File: src/rtl/dca_matrix_lsu_rdata_unformatter_if.sv
// Bus interface for the DCA matrix LSU read-data unformatter.
// Groups the three handshake channels: transaction info, AXI R beats and
// unformatted LSU element rows. The slave modport is the unformatter's view.
interface dca_matrix_lsu_rdata_unformatter_if #(
    parameter int NUM_COL    = 4,
    parameter int BW_SCALAR  = 8,
    parameter int BW_ELEMENT = 32,
    parameter int BW_ALEN    = 8
);
    logic                            txn_valid;
    logic                            txn_ready;
    logic [BW_ALEN-1:0]              txn_alen;
    logic                            txn_is_signed;
    logic [NUM_COL-1:0]              txn_col_mask;
    logic                            txn_is_last;

    logic                            rdata_valid;
    logic                            rdata_ready;
    logic [NUM_COL*BW_SCALAR-1:0]    rdata_data;
    logic                            rdata_last;

    logic                            row_valid;
    logic                            row_ready;
    logic [NUM_COL*BW_ELEMENT-1:0]   row_data;
    logic                            row_last;

    modport slave (
        input  txn_valid, txn_alen, txn_is_signed, txn_col_mask, txn_is_last,
        output txn_ready,
        input  rdata_valid, rdata_data, rdata_last,
        output rdata_ready,
        output row_valid, row_data, row_last,
        input  row_ready
    );

    modport master (
        output txn_valid, txn_alen, txn_is_signed, txn_col_mask, txn_is_last,
        input  txn_ready,
        output rdata_valid, rdata_data, rdata_last,
        input  rdata_ready,
        input  row_valid, row_data, row_last,
        output row_ready
    );
endinterface

File: src/rtl/dca_matrix_lsu_rdata_unformatter.sv
// DCA matrix LSU read-data unformatter.
// Queues per-transaction info, splits each AXI R beat into NUM_COL scalars,
// sign/zero-extends them to BW_ELEMENT, zeroes masked columns and presents
// the row through a registered valid/ready stage.
// Optional: define DCA_RDATA_UNFORMAT_RLAST_CHECK_EN to add a sticky
// err_rlast flag comparing RLAST against the alen-derived burst end.
module dca_matrix_lsu_rdata_unformatter #(
    parameter int NUM_COL    = 4,
    parameter int BW_SCALAR  = 8,
    parameter int BW_ELEMENT = 32,
    parameter int BW_ALEN    = 8,
    parameter int TXN_DEPTH  = 4
) (
    input  logic                         clk,
    input  logic                         rst,
    dca_matrix_lsu_rdata_unformatter_if.slave bus,
    output logic [$clog2(TXN_DEPTH):0]   txn_count,
`ifdef DCA_RDATA_UNFORMAT_RLAST_CHECK_EN
    output logic                         err_rlast,
`endif
    output logic                         busy
);
    localparam int PW = $clog2(TXN_DEPTH);

    // transaction-info FIFO storage
    logic [BW_ALEN-1:0] alen_mem   [TXN_DEPTH];
    logic               signed_mem [TXN_DEPTH];
    logic [NUM_COL-1:0] mask_mem   [TXN_DEPTH];
    logic               last_mem   [TXN_DEPTH];

    // pointers carry one extra wrap bit so full and empty are distinguishable
    logic [PW:0] wr_ptr, rd_ptr, count;
    logic        full, nonempty, push, pop;

    logic [BW_ALEN-1:0] beat_cnt;
    logic [BW_ALEN-1:0] head_alen;
    logic               head_signed, head_last, at_end, beat_acc;
    logic [NUM_COL-1:0] head_mask;

    logic                                  row_valid_q, row_last_q;
    logic [NUM_COL-1:0][BW_ELEMENT-1:0]    row_q, next_row;

    assign count    = wr_ptr - rd_ptr;
    assign full     = (count == (PW+1)'(TXN_DEPTH));
    assign nonempty = (count != '0);
    // ready deliberately ignores a same-cycle pop
    assign push     = bus.txn_valid & ~full;

    assign head_alen   = alen_mem[rd_ptr[PW-1:0]];
    assign head_signed = signed_mem[rd_ptr[PW-1:0]];
    assign head_mask   = mask_mem[rd_ptr[PW-1:0]];
    assign head_last   = last_mem[rd_ptr[PW-1:0]];

    assign bus.rdata_ready = nonempty & (~row_valid_q | bus.row_ready);
    assign beat_acc        = bus.rdata_valid & bus.rdata_ready;
    assign at_end          = (beat_cnt == head_alen);
    assign pop             = beat_acc & at_end;

    assign bus.txn_ready = ~full;
    assign bus.row_valid = row_valid_q;
    assign bus.row_data  = row_q;
    assign bus.row_last  = row_last_q;
    assign txn_count     = count;
    assign busy          = nonempty | row_valid_q;

    // per-column extraction, extension and masking
    for (genvar c = 0; c < NUM_COL; c++) begin : g_col
        logic [BW_SCALAR-1:0] s;
        assign s = bus.rdata_data[BW_SCALAR*c +: BW_SCALAR];
        if (BW_ELEMENT == BW_SCALAR) begin : g_pass
            assign next_row[c] = head_mask[c] ? s : '0;
        end else begin : g_ext
            logic ext;
            assign ext = head_signed & s[BW_SCALAR-1];
            assign next_row[c] = head_mask[c] ? {{(BW_ELEMENT-BW_SCALAR){ext}}, s} : '0;
        end
    end

    // FIFO payload write; no reset needed, occupancy is tracked by pointers
    always_ff @(posedge clk) begin
        if (push) begin
            alen_mem[wr_ptr[PW-1:0]]   <= bus.txn_alen;
            signed_mem[wr_ptr[PW-1:0]] <= bus.txn_is_signed;
            mask_mem[wr_ptr[PW-1:0]]   <= bus.txn_col_mask;
            last_mem[wr_ptr[PW-1:0]]   <= bus.txn_is_last;
        end
    end

    // FIFO pointers and head-transaction beat counter
    always_ff @(posedge clk) begin
        if (rst) begin
            wr_ptr   <= '0;
            rd_ptr   <= '0;
            beat_cnt <= '0;
        end else begin
            if (push) wr_ptr <= wr_ptr + 1'b1;
            if (pop)  rd_ptr <= rd_ptr + 1'b1;
            if (beat_acc) beat_cnt <= at_end ? '0 : beat_cnt + 1'b1;
        end
    end

    // output row register: load on accepted beat, drain on row_ready, else hold
    always_ff @(posedge clk) begin
        if (rst) begin
            row_valid_q <= 1'b0;
            row_q       <= '0;
            row_last_q  <= 1'b0;
        end else if (beat_acc) begin
            row_valid_q <= 1'b1;
            row_q       <= next_row;
            row_last_q  <= head_last & at_end;
        end else if (bus.row_ready) begin
            row_valid_q <= 1'b0;
        end
    end

`ifdef DCA_RDATA_UNFORMAT_RLAST_CHECK_EN
    // sticky flag: RLAST disagreed with the alen-derived burst end
    always_ff @(posedge clk) begin
        if (rst)                                      err_rlast <= 1'b0;
        else if (beat_acc && (bus.rdata_last != at_end)) err_rlast <= 1'b1;
    end
`else
    logic unused_rlast;
    assign unused_rlast = bus.rdata_last;
`endif
endmodule

File: src/flat_wrapper.sv
// flat-port wrapper written by rule: the top's interface ports become plain ports
module dca_matrix_lsu_rdata_unformatter_flat 
#(
    parameter int NUM_COL    = 4,
    parameter int BW_SCALAR  = 8,
    parameter int BW_ELEMENT = 32,
    parameter int BW_ALEN    = 8,
    parameter int TXN_DEPTH  = 4
)
  (clk, rst, txn_count, busy, bus_txn_valid, bus_txn_alen, bus_txn_is_signed, bus_txn_col_mask, bus_txn_is_last, bus_txn_ready, bus_rdata_valid, bus_rdata_data, bus_rdata_last, bus_rdata_ready, bus_row_valid, bus_row_data, bus_row_last, bus_row_ready);
  dca_matrix_lsu_rdata_unformatter_if #(.NUM_COL(NUM_COL), .BW_SCALAR(BW_SCALAR), .BW_ELEMENT(BW_ELEMENT), .BW_ALEN(BW_ALEN)) bus_i ();
  input  logic clk;
  input  logic rst;
  output logic [$clog2(TXN_DEPTH):0] txn_count;
  output logic busy;
  input wire logic [$bits(bus_i.txn_valid)-1:0] bus_txn_valid;
  input wire logic [$bits(bus_i.txn_alen)-1:0] bus_txn_alen;
  input wire logic [$bits(bus_i.txn_is_signed)-1:0] bus_txn_is_signed;
  input wire logic [$bits(bus_i.txn_col_mask)-1:0] bus_txn_col_mask;
  input wire logic [$bits(bus_i.txn_is_last)-1:0] bus_txn_is_last;
  output wire logic [$bits(bus_i.txn_ready)-1:0] bus_txn_ready;
  input wire logic [$bits(bus_i.rdata_valid)-1:0] bus_rdata_valid;
  input wire logic [$bits(bus_i.rdata_data)-1:0] bus_rdata_data;
  input wire logic [$bits(bus_i.rdata_last)-1:0] bus_rdata_last;
  output wire logic [$bits(bus_i.rdata_ready)-1:0] bus_rdata_ready;
  output wire logic [$bits(bus_i.row_valid)-1:0] bus_row_valid;
  output wire logic [$bits(bus_i.row_data)-1:0] bus_row_data;
  output wire logic [$bits(bus_i.row_last)-1:0] bus_row_last;
  input wire logic [$bits(bus_i.row_ready)-1:0] bus_row_ready;
  assign bus_i.txn_valid = bus_txn_valid;
  assign bus_i.txn_alen = bus_txn_alen;
  assign bus_i.txn_is_signed = bus_txn_is_signed;
  assign bus_i.txn_col_mask = bus_txn_col_mask;
  assign bus_i.txn_is_last = bus_txn_is_last;
  assign bus_txn_ready = bus_i.txn_ready;
  assign bus_i.rdata_valid = bus_rdata_valid;
  assign bus_i.rdata_data = bus_rdata_data;
  assign bus_i.rdata_last = bus_rdata_last;
  assign bus_rdata_ready = bus_i.rdata_ready;
  assign bus_row_valid = bus_i.row_valid;
  assign bus_row_data = bus_i.row_data;
  assign bus_row_last = bus_i.row_last;
  assign bus_i.row_ready = bus_row_ready;
  dca_matrix_lsu_rdata_unformatter #(.NUM_COL(NUM_COL), .BW_SCALAR(BW_SCALAR), .BW_ELEMENT(BW_ELEMENT), .BW_ALEN(BW_ALEN), .TXN_DEPTH(TXN_DEPTH)) u_core (.clk(clk), .rst(rst), .bus(bus_i), .txn_count(txn_count), .busy(busy));
endmodule
File: config.mk
export PLATFORM = sky130hd
export DESIGN_NAME = dca_matrix_lsu_rdata_unformatter_flat
export DESIGN_NICKNAME = d
export VERILOG_FILES = /design/src/rtl/dca_matrix_lsu_rdata_unformatter_if.sv /design/src/rtl/dca_matrix_lsu_rdata_unformatter.sv /design/src/flat_wrapper.sv
export SDC_FILE = /design/constraint.sdc
export NUM_CORES = 1
export LEC_CHECK = 0
export ABC_AREA = 1
export BUFFER_PORTS_ARGS = -buffer_cell sky130_fd_sc_hd__buf_2
export CORE_UTILIZATION = 30
export CTS_CLUSTER_DIAMETER = 30
export DETAILED_ROUTE_END_ITERATION = 6
export PLACE_DENSITY = 0.61
export SYNTH_ARGS = -nofsm -noshare
export SYNTH_HDL_FRONTEND = slang
export SYNTH_SLANG_ARGS = --single-unit
File: constraint.sdc
create_clock -name clk -period 4 [get_ports clk]
set_input_delay 0.6 -clock clk [delete_from_list [all_inputs] [get_ports clk]]
set_output_delay 0.6 -clock clk [all_outputs]
set_load 0.01 [all_outputs]
# After elaboration in Yosys (flattened, before gate mapping)
# Memories as Yosys holds them, arrays and structs flattened. A register that Yosys moved wholly into a read port is not among the register bits.
# Cells that the tools add are included.
totals:
  ff_bits: 144
  mem_bits_rw: 56
  input_bits: 52
  wordCells: 51
  memories: 4
memory_table:
  columns: ["memory", "depth", "width", "read_ports", "rd_ports_with_merged_regs", "wr", "line", "source"]
  rows:
  - ["u_core.alen_mem", 4, 8, 1, 1, 1, "dca_matrix_lsu_rdata_unformatter.sv:26", "logic [BW_ALEN-1:0] alen_mem [TXN_DEPTH];"]
  - ["u_core.mask_mem", 4, 4, 1, 1, 1, "dca_matrix_lsu_rdata_unformatter.sv:28", "logic [NUM_COL-1:0] mask_mem [TXN_DEPTH];"]
  - ["u_core.last_mem", 4, 1, 1, 1, 1, "dca_matrix_lsu_rdata_unformatter.sv:29", "logic last_mem [TXN_DEPTH];"]
  - ["u_core.signed_mem", 4, 1, 1, 1, 1, "dca_matrix_lsu_rdata_unformatter.sv:27", "logic signed_mem [TXN_DEPTH];"]
classes:
  addsub: 4
  eq_ne: 2
  mux: 17
  bitwise: 13
  reduce_logical: 2
op_table:
  columns: ["operator", "n"]
  rows:
  - ["two-way mux 32 bit", 4]
  - ["two-way mux 2 bit", 8]
  - ["bitwise AND 1 bit", 9]
  - ["adder 8 x 1 -> 8 bit (second input constant)", 1]
  - ["== test 8 bit", 1]
  - ["two-way mux 8 bit", 1]
  - ["adder 3 x 1 -> 3 bit (second input constant)", 2]
  - ["two-way mux 1 bit", 4]
  - ["== test 3 bit (second input constant)", 1]
  - ["nonzero test 3 bit", 1]
  - ["subtractor 3 bit", 1]
  - ["inverter 1 bit", 2]
  - ["OR 1 bit", 2]
  - ["nonzero test 2 bit", 1]

# Longest topological paths before layout
depth:
  word_depth: 7
  mapped_depth: 14

# Worst setup path before layout
# No wires, ideal clock.
synth_path:
  kind: "register to register"
  startpoint: "register u_core.wr_ptr[0]"
  endpoint: "memory u_core.alen_mem[0][0] (enable)"
  setup_ns: 0.385
  arrival_ns: 2.148
  slack_ns: 1.467
  stages_incl_launch_ff: 9
  synth_period_minus_slack_ns: 2.533
  path_cell_list: "dfxtp_1 > inv_1 > ha_1 > fa_1 > nand3_1 > nand2_1 > nand2_1 > nand2_1 > nor2_1"
synth_between:
  elab_chain_len: 6
synth_lines:
  columns: ["element", "line", "source"]
  rows:
  - ["start, declared", "dca_matrix_lsu_rdata_unformatter.sv:32", "logic [PW:0] wr_ptr, rd_ptr, count;"]
  - ["start signal, assigned", "dca_matrix_lsu_rdata_unformatter.sv:96", "if (push) wr_ptr <= wr_ptr + 1'b1;"]
  - ["subtractor 3 bit", "dca_matrix_lsu_rdata_unformatter.sv:43", "assign count = wr_ptr - rd_ptr;"]
  - ["named net txn_count[2]", "flat_wrapper.sv:14", "output logic [$clog2(TXN_DEPTH):0] txn_count;"]
  - ["== test 3 bit", "dca_matrix_lsu_rdata_unformatter.sv:44", "assign full = (count == (PW+1)'(TXN_DEPTH));"]
  - ["inverter 1 bit", null, null]
  - ["named net bus_txn_ready", "flat_wrapper.sv:21", "output wire logic [$bits(bus_i.txn_ready)-1:0] bus_txn_ready;"]
  - ["bitwise AND 1 bit", "dca_matrix_lsu_rdata_unformatter.sv:47", "assign push = bus.txn_valid & ~full;"]
  - ["two-way mux 1 bit", "dca_matrix_lsu_rdata_unformatter.sv:81", "if (push) begin"]
  - ["two-way mux 1 bit (not written as such)", "dca_matrix_lsu_rdata_unformatter.sv:82", "alen_mem[wr_ptr[PW-1:0]] <= bus.txn_alen;"]
  - ["end, declared", "dca_matrix_lsu_rdata_unformatter.sv:26", null]
# The timed path passes the listed nets, and every way through them passes these cells.

# Worst setup path in the final report
layout_path:
  startpoint: "register u_core.wr_ptr[0]"
  endpoint: "output port busy"
layout_between:
  elab_chain_len: 3
layout_lines:
  columns: ["element", "line", "source"]
  rows:
  - ["subtractor 3 bit", "dca_matrix_lsu_rdata_unformatter.sv:43", null]
  - ["nonzero test 3 bit", "dca_matrix_lsu_rdata_unformatter.sv:45", "assign nonempty = (count != '0);"]
  - ["OR 1 bit", "dca_matrix_lsu_rdata_unformatter.sv:64", "assign busy = nonempty | row_valid_q;"]
  - ["end, declared", "flat_wrapper.sv:15", "output logic busy;"]
# No other way between the ends.

==> flow_metrics.py <==
metrics = {
    "outcome": {
        "status": "finished, final reports clean",
    },
    "floorplanning": {
        "rows": 48,
        "die_h_um": 135,
        "start_util_pct": 30.7,
        "io_pins": 188,
        "die_w_um": 135,
        "core-area_sq_um": 17200,
        "die_area_sq_um": 18200,
    },
    "flow_run": {
        "cap_violations": 0,
    },
    "synth": {
        "synth_common_cells": "141 x nand2_1, 94 x buf_4, 64 x nand3_1, 56 x edfxtp_1, 54 x dfxtp_1",
        "yosysTopAreaCell": "edfxtp_1",
        "synth_nets": 638,
        "synthesis.area_sq_um": 5300,
        "synthTopCellsByArea": "edfxtp_1 32%, dfxtp_1 20%, buf_4 13%, nand2_1 10%, nand3_1 6.0%",
        "ys_ff_latch": 110,
        "netlist_instances": 578,
        "synthMostInstantiatedCell": "nand2_1",
        "ys_types": 28,
        "synthArstFlopShare_pct": 0,
        "yosysSeqAreaShare_pct": 52.2,
        "synth.top_cell.area_share_pct": 31.8,
        "synth_area_per_cell_sq_um": 9.16,
        "synth_edf_count": 56,
        "yosys_warnings": 0,
        "synth_ff_type": "edfxtp_1",
    },
    "sta": {
        "rsz0062_at_grt": "false",
        "slew_headroom_pct": 49.4,
        "worstMarginPinSlew_ns": 0.759,
        "period_needed_ns": 2.79,
        "setup_tns_ns": 0,
        "final_max_slew_viol_count": 0,
        "period_share_pct": 69.9,
        "setup_viol": 0,
        "worst_clock_skew_ns": 0.00797,
        "fmax_mhz": 358,
        "whs_ns": 0.454,
        "hold_violations": 0,
    },
    "clock_tree": {
        "cts.path.max_buffers": 2,
        "htreeDepth": 3,
        "cts_setup_buffers": 0,
        "cts.hold.buffers_added": 0,
        "path_clk_slew_ns": 0.08,
        "cts-resized-gates": 0,
        "cts_made_buffers": 9,
        "clk_latency_ns": 0.35,
        "cts.sinks": 110,
        "cts_root_buf": "clkbuf_16",
        "tritoncts": "built",
    },
    "grt": {
        "grt_pass1_wl_um": 17600,
        "antenna_found_initial": 0,
        "grt_pass1_vias": 3395,
        "grt_max_degree": 46,
        "overflow": 0,
        "track_usage_pct": 12.8,
    },
    "power": {
        "power.leakage_nw": 2.82,
        "p_total_w": 0.00250,
        "ir_worst_vdd_mv": 0.315,
        "p_per_area_nw_per_um2": 414,
    },
    "placement": {
        "io_buffers": 186,
        "gp_congestion": 0.689,
        "dp_hpwl_um": 7850,
    },
    "worst_setup_path": {
        "critPathMaxStageDelay_ns": 0.50,
        "start_kind": "register",
        "path_common_cell": "inv_1",
        "critPathKind": "reg2out",
        "required_ns": 3.40,
        "cp_cell_sequence": "inv_1, ha_1, fa_1, nand2_1, inv_1, nand3_2, or2_2, buf_2",
        "end_kind": "primary output",
        "arrival_ns": 2.19,
        "slowest_stage": "fa_1",
        "crit_path_max_fanout": 5,
    },
    "final_layout": {
        "fillers": 1812,
        "final_nets": 729,
        "drive_gt1_share_pct": 33.7,
        "diodes": 0,
        "area_delta_synth_final_pct": 14.2,
    },
    "route": {
        "drcViolationCount": 0,
        "first_iter_violations": 156,
        "wl_met1_um": 5210,
        "routed_via_density": 4.31,
        "drt_pass1_iterations": 4,
        "route.met3.wl_um": 586,
        "routed_wl_um": 11500,
        "wire_per_inst_um": 12.8,
        "postRouteAntennaNets": 0,
        "vias": 3875,
        "highest_layer": "met4",
        "met2_length_um": 5520,
    },
    "min_path": {
        "hold_path.class": "in2reg",
    },
}
layout make-up:
cell class	count	area, sq um	area share [%]
Clock buffer	9	225	3.73
Sequential cell	110	2760	45.7
Multi-Input combinational cell	323	1570	26.0
Timing Repair Buffer	191	968	16.0
Tap cell	225	282	4.66
Clock inverter	7	109	1.80
Inverter	34	128	2.11
worst max-delay path: cells and delay by family (launching register included):
| kind | cells | cell delay (ns) |
|---|---|---|
| DFF | 1 | 0.36 |
| adders and majority gates | 2 | 0.70 |
| buffers and inverters | 3 | 0.31 |
| and+or+nand+nor | 3 | 0.45 |
sequential cells by signal (all words and copies together), names as in the netlist, named ones only:
name / count
u_core.bus.row_data: 36
u_core.alen_mem: 32
u_core.mask_mem: 16
u_core.beat_cnt: 8
u_core.last_mem: 4
u_core.signed_mem: 4
u_core.rd_ptr: 3
u_core.wr_ptr: 3
u_core.bus.row_last: 1
u_core.bus.row_valid: 1
logic make-up after synthesis:
| family | Yosys count | synth area share [%] |
|---|---|---|
| DFF | 110 | 52.2 |
| and+or+nand+nor | 252 | 21.1 |
| xor gates and xnor gates | 6 | 0.992 |
| buffers and inverters | 145 | 18.1 |
| adders and majority gates | 8 | 2.03 |
| AOI/OAI and AO/OA | 57 | 5.51 |
stage by stage:
step                instance area (sq um)  cells  utilization, %  worst slack (ns)
global placement                     5710    883            33.1              1.38
CTS                                  6050    899            35.1              1.16
detailed placement                   5710    883            33.1              1.34
global route                         6050    899            35.1              1.05
floorplan                            5300    578               -              1.47
finish                               6050    899            35.1              1.21
placed cells by master (no fill, tap or decap), drive strengths merged, types with 2 or more instances in the layout:
cell / count
buf: 191
nand2: 143
nand3: 73
edfxtp: 56
dfxtp: 54
a21oi: 44
inv: 34
nor2: 29
o21ai: 10
clkbuf: 9
ha: 7
xor2: 6
clkinv: 5
nand4: 4
o22ai: 2
bufinv: 2
metal layers:
metal | vias up | global-route usage (%)
met5 | - | 0
li1 | 1989 | -
met3 | 10 | 2.97
met1 | 1750 | 15.6
met2 | 126 | 22.0
met4 | 0 | 4.56
final timing paths:
| path | cells past startpoint | slack, ns | endpoint | startpoint |
|---|---|---|---|---|
| hold reg to reg | 2 | 0.46 | u_core.bus.row_data[37]$_SDFFE_PP0P_ | u_core.bus.row_data[37]$_SDFFE_PP0P_ |
| setup reg to reg | 11 | 1.38 | u_core.beat_cnt[6]$_SDFFE_PP0P_ | u_core.wr_ptr[0]$_SDFFE_PP0P_ |
| hold / removal | 1 | 0.45 | u_core.mask_mem[0][2]$_DFFE_PP_ | bus_txn_col_mask[2] |
| setup / recovery | 8 | 1.21 | busy | u_core.wr_ptr[0]$_SDFFE_PP0P_ |
power breakdown:
part	switching (W)	leakage, nW	internal (W)
logic	0.000166	1.71	0.0000895
clock network	0.000433	0.164	0.000562
registers	0.0000208	0.952	0.00123
total	0.000620	2.82	0.00188
Note: power is estimated with default switching activity, not from simulation.
